===== src/rtl/riscv_pkg.sv =====
// RV32I pipeline shared types: ALU interface and EX-stage micro-op / result records.
package riscv_pkg;

    localparam int unsigned XLEN = 32;

    typedef enum logic [3:0] {
        ALU_ADD  = 4'd0,
        ALU_SUB  = 4'd1,
        ALU_AND  = 4'd2,
        ALU_OR   = 4'd3,
        ALU_XOR  = 4'd4,
        ALU_SLL  = 4'd5,
        ALU_SRL  = 4'd6,
        ALU_SRA  = 4'd7,
        ALU_SLT  = 4'd8,
        ALU_SLTU = 4'd9
    } alu_op_e;

    typedef enum logic [3:0] {
        BR_NONE = 4'd0,
        BR_BEQ  = 4'd1,
        BR_BNE  = 4'd2,
        BR_BLT  = 4'd3,
        BR_BGE  = 4'd4,
        BR_BLTU = 4'd5,
        BR_BGEU = 4'd6,
        BR_JAL  = 4'd7,
        BR_JALR = 4'd8
    } br_type_e;

    typedef enum logic [1:0] {
        A_RS1  = 2'd0,
        A_PC   = 2'd1,
        A_ZERO = 2'd2
    } a_sel_e;

    typedef enum logic {
        B_RS2 = 1'b0,
        B_IMM = 1'b1
    } b_sel_e;

    typedef struct packed {
        logic [XLEN-1:0] a;
        logic [XLEN-1:0] b;
        alu_op_e         op;
    } alu_in_t;

    typedef struct packed {
        logic [XLEN-1:0] y;
        logic            zero;
        logic            lt_signed;
        logic            lt_unsigned;
    } alu_out_t;

    typedef struct packed {
        logic [XLEN-1:0] pc;
        logic [XLEN-1:0] rs1;
        logic [XLEN-1:0] rs2;
        logic [XLEN-1:0] imm;
        alu_op_e         alu_op;
        a_sel_e          a_sel;
        b_sel_e          b_sel;
        br_type_e        br_type;
        logic [4:0]      rd;
        logic            we;
    } ex_uop_t;

    typedef struct packed {
        logic [XLEN-1:0] result;
        logic [4:0]      rd;
        logic            we;
        logic [XLEN-1:0] pc;
        logic            exc_misalign;
    } ex_mem_t;

endpackage


===== src/rtl/ex_branch_cond.sv =====
// Branch/jump taken decision from the ALU compare flags (ALU runs SUB rs1-rs2 for branches).
module ex_branch_cond
    import riscv_pkg::*;
(
    input  br_type_e br_type,
    input  logic     zero,
    input  logic     lt_signed,
    input  logic     lt_unsigned,
    output logic     taken
);

    // Map each control-transfer type onto the matching flag.
    always_comb begin
        taken = 1'b0;
        unique case (br_type)
            BR_BEQ:  taken = zero;
            BR_BNE:  taken = !zero;
            BR_BLT:  taken = lt_signed;
            BR_BGE:  taken = !lt_signed;
            BR_BLTU: taken = lt_unsigned;
            BR_BGEU: taken = !lt_unsigned;
            BR_JAL:  taken = 1'b1;
            BR_JALR: taken = 1'b1;
            default: taken = 1'b0;
        endcase
    end

endmodule


===== src/rtl/ex_stage.sv =====
// Execute stage: holds one micro-op, drives the ALU, resolves control transfers,
// and hands results to MEM over valid/ready. Static not-taken prediction.
module ex_stage
    import riscv_pkg::*;
#(
    parameter int unsigned CNT_W       = 32,
    parameter bit          ALIGN_CHECK = 1'b1
) (
    input  logic             clk_i,
    input  logic             rst_i,
    input  logic             id_valid_i,
    output logic             id_ready_o,
    input  ex_uop_t          id_uop_i,
    output alu_in_t          alu_req_o,
    input  alu_out_t         alu_rsp_i,
    output logic             mem_valid_o,
    input  logic             mem_ready_i,
    output ex_mem_t          mem_o,
    output logic             redirect_o,
    output logic [XLEN-1:0]  redirect_pc_o,
    input  logic             flush_i,
    output logic [CNT_W-1:0] br_cnt_o,
    output logic [CNT_W-1:0] br_taken_o
);

    ex_uop_t          ex_q;
    logic             ex_valid_q;
    logic [CNT_W-1:0] br_cnt_q;
    logic [CNT_W-1:0] br_taken_q;

    logic            accept;
    logic            fire;
    logic            cond_taken;
    logic            taken;
    logic            is_jump;
    logic            misalign;
    logic [XLEN-1:0] br_tgt;
    logic [XLEN-1:0] link_pc;
    logic [XLEN-1:0] tgt;

    assign id_ready_o  = !ex_valid_q | mem_ready_i;
    assign accept      = id_valid_i & id_ready_o;
    assign fire        = ex_valid_q & mem_ready_i & !flush_i;
    assign mem_valid_o = ex_valid_q & !flush_i;

    // Operand selection toward the ALU; idle stage presents all-zero request.
    always_comb begin
        alu_req_o = '0;
        if (ex_valid_q) begin
            unique case (ex_q.a_sel)
                A_RS1:   alu_req_o.a = ex_q.rs1;
                A_PC:    alu_req_o.a = ex_q.pc;
                default: alu_req_o.a = '0;
            endcase
            alu_req_o.b  = (ex_q.b_sel == B_IMM) ? ex_q.imm : ex_q.rs2;
            alu_req_o.op = ex_q.alu_op;
        end
    end

    ex_branch_cond u_branch_cond (
        .br_type     (ex_q.br_type),
        .zero        (alu_rsp_i.zero),
        .lt_signed   (alu_rsp_i.lt_signed),
        .lt_unsigned (alu_rsp_i.lt_unsigned),
        .taken       (cond_taken)
    );

    assign taken    = ex_valid_q & cond_taken;
    assign is_jump  = (ex_q.br_type == BR_JAL) || (ex_q.br_type == BR_JALR);
    assign br_tgt   = ex_q.pc + ex_q.imm;
    assign link_pc  = ex_q.pc + XLEN'(4);

    // Control-transfer target: branches use the dedicated adder, jumps use ALU y.
    always_comb begin
        tgt = br_tgt;
        unique case (ex_q.br_type)
            BR_JAL:  tgt = alu_rsp_i.y;
            BR_JALR: tgt = alu_rsp_i.y & ~XLEN'(1);
            default: tgt = br_tgt;
        endcase
    end

    assign misalign      = taken & ALIGN_CHECK & (tgt[1:0] != 2'b00);
    assign redirect_o    = fire & taken & !misalign;
    assign redirect_pc_o = redirect_o ? tgt : '0;

    // Result record toward MEM; a misaligned jump must not write its link register.
    always_comb begin
        mem_o = '0;
        if (ex_valid_q) begin
            mem_o.result       = is_jump ? link_pc : alu_rsp_i.y;
            mem_o.rd           = ex_q.rd;
            mem_o.we           = ex_q.we & !misalign;
            mem_o.pc           = ex_q.pc;
            mem_o.exc_misalign = misalign;
        end
    end

    // Stage register: a redirect or flush kills anything accepted in the same cycle.
    always_ff @(posedge clk_i) begin
        if (rst_i) begin
            ex_valid_q <= 1'b0;
            ex_q       <= '0;
        end else if (flush_i || redirect_o) begin
            ex_valid_q <= 1'b0;
        end else if (accept) begin
            ex_q       <= id_uop_i;
            ex_valid_q <= 1'b1;
        end else if (fire) begin
            ex_valid_q <= 1'b0;
        end
    end

    // Retired control-transfer statistics, counted once on the leaving cycle.
    always_ff @(posedge clk_i) begin
        if (rst_i) begin
            br_cnt_q   <= '0;
            br_taken_q <= '0;
        end else if (fire && (ex_q.br_type != BR_NONE)) begin
            br_cnt_q <= br_cnt_q + CNT_W'(1);
            if (taken) begin
                br_taken_q <= br_taken_q + CNT_W'(1);
            end
        end
    end

    assign br_cnt_o   = br_cnt_q;
    assign br_taken_o = br_taken_q;

endmodule


===== config.mk =====
export PLATFORM = sky130hd
export DESIGN_NAME = ex_stage
export DESIGN_NICKNAME = d
export VERILOG_FILES = /design/src/rtl/riscv_pkg.sv /design/src/rtl/ex_branch_cond.sv /design/src/rtl/ex_stage.sv
export SDC_FILE = /design/constraint.sdc
export NUM_CORES = 1
export LEC_CHECK = 0
export CELL_PAD_IN_SITES_DETAIL_PLACEMENT = 0
export CELL_PAD_IN_SITES_GLOBAL_PLACEMENT = 2
export CORE_ASPECT_RATIO = 0.7
export CORE_MARGIN = 5
export CORE_UTILIZATION = 26
export CTS_BUF_LIST = sky130_fd_sc_hd__clkbuf_16
export CTS_CLUSTER_SIZE = 28
export DETAILED_ROUTE_END_ITERATION = 10
export MAX_ROUTING_LAYER = met4
export PLACE_DENSITY = 0.94
export REMOVE_ABC_BUFFERS = 1
export SYNTH_ARGS = -nofsm -noshare
export SYNTH_HDL_FRONTEND = slang
export SYNTH_SLANG_ARGS = --single-unit

===== constraint.sdc =====
create_clock -name clk_i -period 8.1 [get_ports clk_i]
set_input_delay 0.81 -clock clk_i [delete_from_list [all_inputs] [get_ports clk_i]]
set_output_delay 0.81 -clock clk_i [all_outputs]
set_load 0.05 [all_outputs]

# After elaboration in Yosys (flattened, before gate mapping)
# Cells that the tools add are included.
totals:
  ff_bits: 210
  input_bits: 185
classes:
  addsub: 4
  muxes: 10
  n_eq_ne: 9
  bitwise: 11
  reduce_logical: 17
op_table:
  columns: ["op", "count"]
  rows:
  - ["case mux 32 bit (2 select lines)", 2]
  - ["2-to-1 mux 32 bit", 3]
  - ["2-to-1 mux 71 bit", 1]
  - ["2-to-1 mux 68 bit", 1]
  - ["adder 32 x 1 -> 32 bit (second input constant)", 2]
  - ["adder 32 x 3 -> 32 bit (second input constant)", 1]
  - ["adder 32 bit", 1]
  - ["equality test 4 x 3 -> 1 bit (second input constant)", 4]
  - ["AND 1 bit", 9]
  - ["equality test 4 x 2 -> 1 bit (second input constant)", 2]
  - ["case mux 1 bit (7 select lines)", 1]
  - ["logical NOT 1 bit", 6]
  - ["equality test 4 x 1 -> 1 bit (second input constant)", 1]
  - ["equality test 4 bit (second input constant)", 1]
  - ["AND reduction 2 bit", 2]
  - ["nonzero test 2 bit", 2]
  - ["nonzero test 4 bit", 1]
  - ["OR reduction 2 bit", 2]
  - ["equality test 2 x 1 -> 1 bit (second input constant)", 1]
  - ["logical NOT 2 bit", 1]
  - ["logical OR 1 bit", 2]
  - ["2-to-1 mux 1 bit", 2]
  - ["logical AND 1 bit", 1]
  - ["NOT 1 bit", 1]
  - ["bitwise OR 1 bit", 1]

# Depth between registers and ports, before layout
depth:
  ltp_word: 10
  depth_mapped: 13
  ltp_nobuf: 11

# Cells and area by module
# Synthesis repeated with hierarchy kept, for this count alone.
unflattened:
  cells_unflattened: 1594
  area_unflattened_um2: 12099.1
modules_own_cells:
  columns: ["module", "instances", "area_each_um2", "cells_per_inst"]
  rows:
  - ["ex_stage", 1, 12035.3, 1585]
  - ["ex_branch_cond", 1, 63.8, 9]

# Least setup slack after synthesis
# OpenSTA, ideal clock, no wires.
synth_path:
  path_kind: "reg2out"
  startpoint: "register ex_q[113] (netlist bit)"
  endpoint: "output port redirect_pc_o[30]"
  slack_ns: 3.632
  path_buffers: 0
  arrival_ns: 3.658
  path_stages_with_launch: 12
  cell_sequence: "dfxtp_1 > ha_1 > fa_1 > a211oi_1 > o21ai_0 > a2111oi_2 > o31a_1 > o31a_1 > nand3_1 > o21ai_0 > nor4_1 > nor3_1"
synth_via:
  elab_chain_cells: 7
synth_lines:
  columns: ["item", "line", "source"]
  rows:
  - ["from (decl)", "ex_stage.sv:26", "ex_uop_t ex_q;"]
  - ["from (signal assigned)", "ex_stage.sv:107", "ex_q <= id_uop_i;"]
  - ["adder 32 bit *", "ex_stage.sv:70", "assign br_tgt = ex_q.pc + ex_q.imm;"]
  - ["case mux 32 bit (2 select lines) *", "ex_stage.sv:76", "unique case (ex_q.br_type)"]
  - ["nonzero test 2 bit", "ex_stage.sv:83", "assign misalign = taken & ALIGN_CHECK & (tgt[1:0] != 2'b00);"]
  - ["AND 1 bit", "ex_stage.sv:83", null]
  - ["logical NOT 1 bit", "ex_stage.sv:84", "assign redirect_o = fire & taken & !misalign;"]
  - ["AND 1 bit", "ex_stage.sv:84", null]
  - ["2-to-1 mux 32 bit *", "ex_stage.sv:85", "assign redirect_pc_o = redirect_o ? tgt : '0;"]
  - ["to (decl)", "ex_stage.sv:20", "output logic [XLEN-1:0] redirect_pc_o,"]
# Mark *: on every way between the ends. The rest lies on a longest branch, timed or not.

# Final worst setup path
layout_path:
  startpoint: "register ex_q[113] (netlist bit)"
  endpoint: "output port redirect_pc_o[26]"
# The elaborated chain is that of the path after synthesis.

==> parameters.txt <==
Parameter                              Value

Pwr
  Pint    1.807 mW
  Part of the total power dissipated in sequential elements    between 40 and 50%
  Worst supply voltage drop on vdd    0.1352 mV
  Power share of the clock group    41.0%
  Share of power burned in combinational logic    15.2%
  Pwr Density    146.1 nW/um^2
  Static leakage    between 6 and 7 nW
  Switching share of power    28.70%
  Switching Power    roughly 0.73 mW

Flow run
  Reported max-cap violation count    0

Die
  Die Area    50540 sq um
  Initial Util    between 20% and 30%
  Core region area    around 45000 sq um
  Top-level I/O count    423
  Vertical die dimension    roughly 190 um
  Horizontal die dimension    266.6 um
  Standard-cell rows    65

Clock tree
  Maximum number of buffers from clock root to sink    3
  Inserted Clock Buffers    24
  Post CTS Setup Buffer Count    0
  Resize count post-CTS    0
  Clock edge transition at the registers on the reported setup and hold paths    0.06 ns
  Worst skew pair latency    between 0.5 and 0.6 ns
  TritonCTS clock tree    built
  Hold Buf Count CTS    0
  Cell at the root of the clock tree    sky130_fd_sc_hd__clkbuf_16
  Max H-tree Level    1
  Number of sinks on the clock net    210

Min path
  Hold-critical path endpoint    ex_q[16]$_SDFFE_PP0P_
  Min-delay src    ex_q[16]$_SDFFE_PP0P_
  Hold Path Stages    2
  Worst hold-check path type    flop to flop

STA
  Headroom to the max-slew limit    24.61%
  Final setup violation count    0
  Final Cycle Share    73.01%
  Setup repair after global routing missed its margin    false
  Worst hold slack    0.4524 ns
  Max Clock Skew    0.01706 ns
  Slew Viols, Final    0
  Hold Violations, Final    0
  Post-route setup slack    ~2.2 ns
  Final worst path period need    5.914 ns
  Transition time at the pin with the least slew margin    1.128 ns
  Final-layout setup total negative slack    0 ns
  Fmax    between 0.15 and 0.2 GHz

Drt
  Vias after detailed routing    12920
  Final antenna-violating net count    0
  Average detailed-routed wire length per instance    19.19 um
  Drt total wl    roughly 50000 um
  Number of vias per cell    4.921
  Drt first pass iters    5
  Iter 0 DRT Violations    782
  Final routed DRC violation total    0

GRT
  Antenna violations before repair    5
  Total gr overflow    0
  Maximum number of pins on one net before global-route repair    88
  Met1 capacity usage during global routing    roughly a quarter
  Via count of the first global-routing pass    12520
  Global routing's busiest layer    met2
  First-pass GRT wire length    75400 um
  Met3 demand-to-capacity share in global routing    4.525%
  Met2 track demand over resource    29.81%
  Overall track demand over capacity in global routing    19.32%

Critical path
  Endpoint class of the critical path    primary output
  Crit-path cells    ha_1, fa_1, a211oi_1, o21ai_0, a2111oi_2, o31a_1, o31a_1, o21ai_0, xor2_1, nand2_1, a21oi_1, clkdlybuf4s50_1
  Category of the critical setup timing path    flop to primary output
  Largest delay share family, worst path    compound AO/OA/AOI/OAI gates
  Number of cells on the worst reg-to-reg path    12
  Endpoint of the most critical register-to-register path    ex_q[35]$_SDFFE_PP0P_
  Crit path max-delay cell type    sky130_fd_sc_hd__clkdlybuf4s50_1
  CP bufs+invs    1
  Element type at the critical path start    flop
  Setup slack, reg-to-reg    ~2.7 ns
  Largest fanout on the critical path    5
  Delay contributed by the slowest stage of the critical path    0.88 ns
  CP Data Required Time    roughly 7.3 ns
  Startpoint of the lowest-slack register-to-register path    ex_q[9]$_SDFFE_PP0P_
  Worst EP arrival    slightly above 5 ns

Logic synthesis
  Synthesized flop and latch total    210
  Post-synthesis sequential area ratio    35.09%
  Top FF cell, synth    sky130_fd_sc_hd__dfxtp_1
  Number of flops mapped to enable cells by yosys    0
  Share of synthesized registers carrying an async set or reset    0%
  Distinct cell type count after synthesis    63
  Most area-hungry cell type in the Yosys netlist    sky130_fd_sc_hd__dfxtp_1
  Share of the synthesized area in the top cell type    35.09%
  Total of warnings raised by yosys    0
  Top cells by area, synth    sky130_fd_sc_hd__dfxtp_1, sky130_fd_sc_hd__nand2_1, sky130_fd_sc_hd__a21oi_1
  Count of mapped cells out of synthesis    approximately 1600
  Per-instance average area after synthesis    7.270 sq um
  Area of the mapped netlist    approximately 12000 sq um

Final layout
  Share of post-route cells with drive strength above 1    3.518%
  Most frequent cells in the layout    sky130_fd_sc_hd__clkdlybuf4s50_1, sky130_fd_sc_hd__nand2_1, sky130_fd_sc_hd__a21oi_1, sky130_fd_sc_hd__dfxtp_1, sky130_fd_sc_hd__nor2_1
  Combined area of the multi-input logic cells    ~7200 sq um
  Final core occ    38.30%
  Signed area change from the synthesized netlist to the final layout    44.80%
  Cell Count, Final, Fillers Out    2625
  Layout fillers    4726
  Area taken by flip-flops and latches    4207 sq um
  Net count, final    between 2000 and 2500
  Leading cell type in the layout, fill and taps excluded    sky130_fd_sc_hd__clkdlybuf4s50_1

Placement
  Minimum setup slack after placement    2.561 ns
  Cell count after placement    2578
  HPWL reported at the end of detailed placement    36950 um
  Count of buffers inserted at the top-level ports    420
  Routability cong.    0.8580

Outcome
  Status    finished clean
-- worst max-delay path by stage --
stage / slack, ns / to / start / depth (start not counted)
3_5_place_dp: 2.56 / ex_q[35]$_SDFFE_PP0P_ / alu_rsp_i[2] / 12
2_1_floorplan: 1.52 / ex_q[0]$_SDFFE_PP0P_ / ex_q[6]$_SDFFE_PP0P_ / 10
5_1_grt: 1.97 / redirect_pc_o[26] / ex_q[113]$_SDFFE_PP0P_ / 12
6_report: 2.19 / redirect_pc_o[26] / ex_q[113]$_SDFFE_PP0P_ / 12
4_1_cts: 2.18 / redirect_pc_o[26] / ex_q[113]$_SDFFE_PP0P_ / 12
3_3_place_gp: 2.78 / ex_q[70]$_SDFFE_PP0P_ / alu_rsp_i[2] / 12
-- worst reg2reg max path, delay by kind of cell (launching register included) --
kind	cells	cell delay, ns
AOI/OAI and AO/OA	3	1.24
buffers and inverters	3	1.19
DFF	1	0.49
and+or+nand+nor	6	2.35
-- power by group through the flow --
stage / sequential [mW] / clock (mW) / combinational (mW)
4_1_cts: 1.11 / 1.08 / 0.388
5_1_grt: 1.12 / 1.12 / 0.419
2_1_floorplan: 1.12 / 0 / 0.194
6_report: 1.11 / 1.04 / 0.386
3_5_place_dp: 1.13 / 0 / 0.386
3_3_place_gp: 1.13 / 0 / 0.385
-- registers in the layout, summed over array words and instances, names as in the netlist --
register / cells
br_taken_o: 32
br_cnt_o: 32
ex_q: 145
ex_valid_q: 1
-- layout make-up --
cell class | instances | area share [%]
clock buffers | 24 | 3.462
well taps | 603 | 4.349
clock inverters | 19 | 0.7789
multi-input cells | 1305 | 41.70
flip-flops and latches | 210 | 24.25
repair buffers | 434 | 24.84
inverters | 26 | 0.5625
diodes | 4 | 0.05770
-- kinds of logic after synthesis --
| family | synth area share [%] |
|---|---|
| and+or+nand+nor | 27.44 |
| other | 0.03130 |
| adders and majority gates | 3.718 |
| muxes | 2.934 |
| DFF | 35.09 |
| buffers and inverters | 4.898 |
| AOI/OAI and AO/OA | 19.45 |
| xor gates and xnor gates | 6.433 |
-- layer usage --
layer  wire length, um  up-vias
met5                 0        -
met2             22530      368
met3              3436       63
li1                  -     6329
met4              1177        0
met1             23230     6158
-- per-stage QoR --
stage          cell area, sq um  total power [mW]
2_1_floorplan             11500             1.311
3_3_place_gp              16600             1.517
3_5_place_dp              16600             1.519
4_1_cts                   17340             2.577
5_1_grt                   17350             2.653
6_report                  17350             2.535
-- cells in the mapped netlist, types with 6 or more instances --
cell type / n
sky130_fd_sc_hd__nand2_1: 406
sky130_fd_sc_hd__a21oi_1: 235
sky130_fd_sc_hd__dfxtp_1: 210
sky130_fd_sc_hd__nor2_1: 148
sky130_fd_sc_hd__clkbuf_1: 75
sky130_fd_sc_hd__o21ai_0: 57
sky130_fd_sc_hd__xor2_1: 47
sky130_fd_sc_hd__and2_1: 42
sky130_fd_sc_hd__xnor2_1: 41
sky130_fd_sc_hd__nand3_1: 35
sky130_fd_sc_hd__ha_1: 34
sky130_fd_sc_hd__mux2i_1: 34
sky130_fd_sc_hd__a22o_1: 33
sky130_fd_sc_hd__nand4_1: 25
sky130_fd_sc_hd__or3_1: 25
sky130_fd_sc_hd__inv_1: 24
sky130_fd_sc_hd__a211oi_1: 20
sky130_fd_sc_hd__a21o_1: 16
sky130_fd_sc_hd__buf_2: 16
sky130_fd_sc_hd__nor3_1: 16
sky130_fd_sc_hd__and3_1: 11
sky130_fd_sc_hd__buf_1: 6
sky130_fd_sc_hd__buf_6: 6
sky130_fd_sc_hd__nor2b_1: 6
sky130_fd_sc_hd__nor3b_1: 6
sky130_fd_sc_hd__o21bai_1: 6
Power figures use the tool's default switching activity.
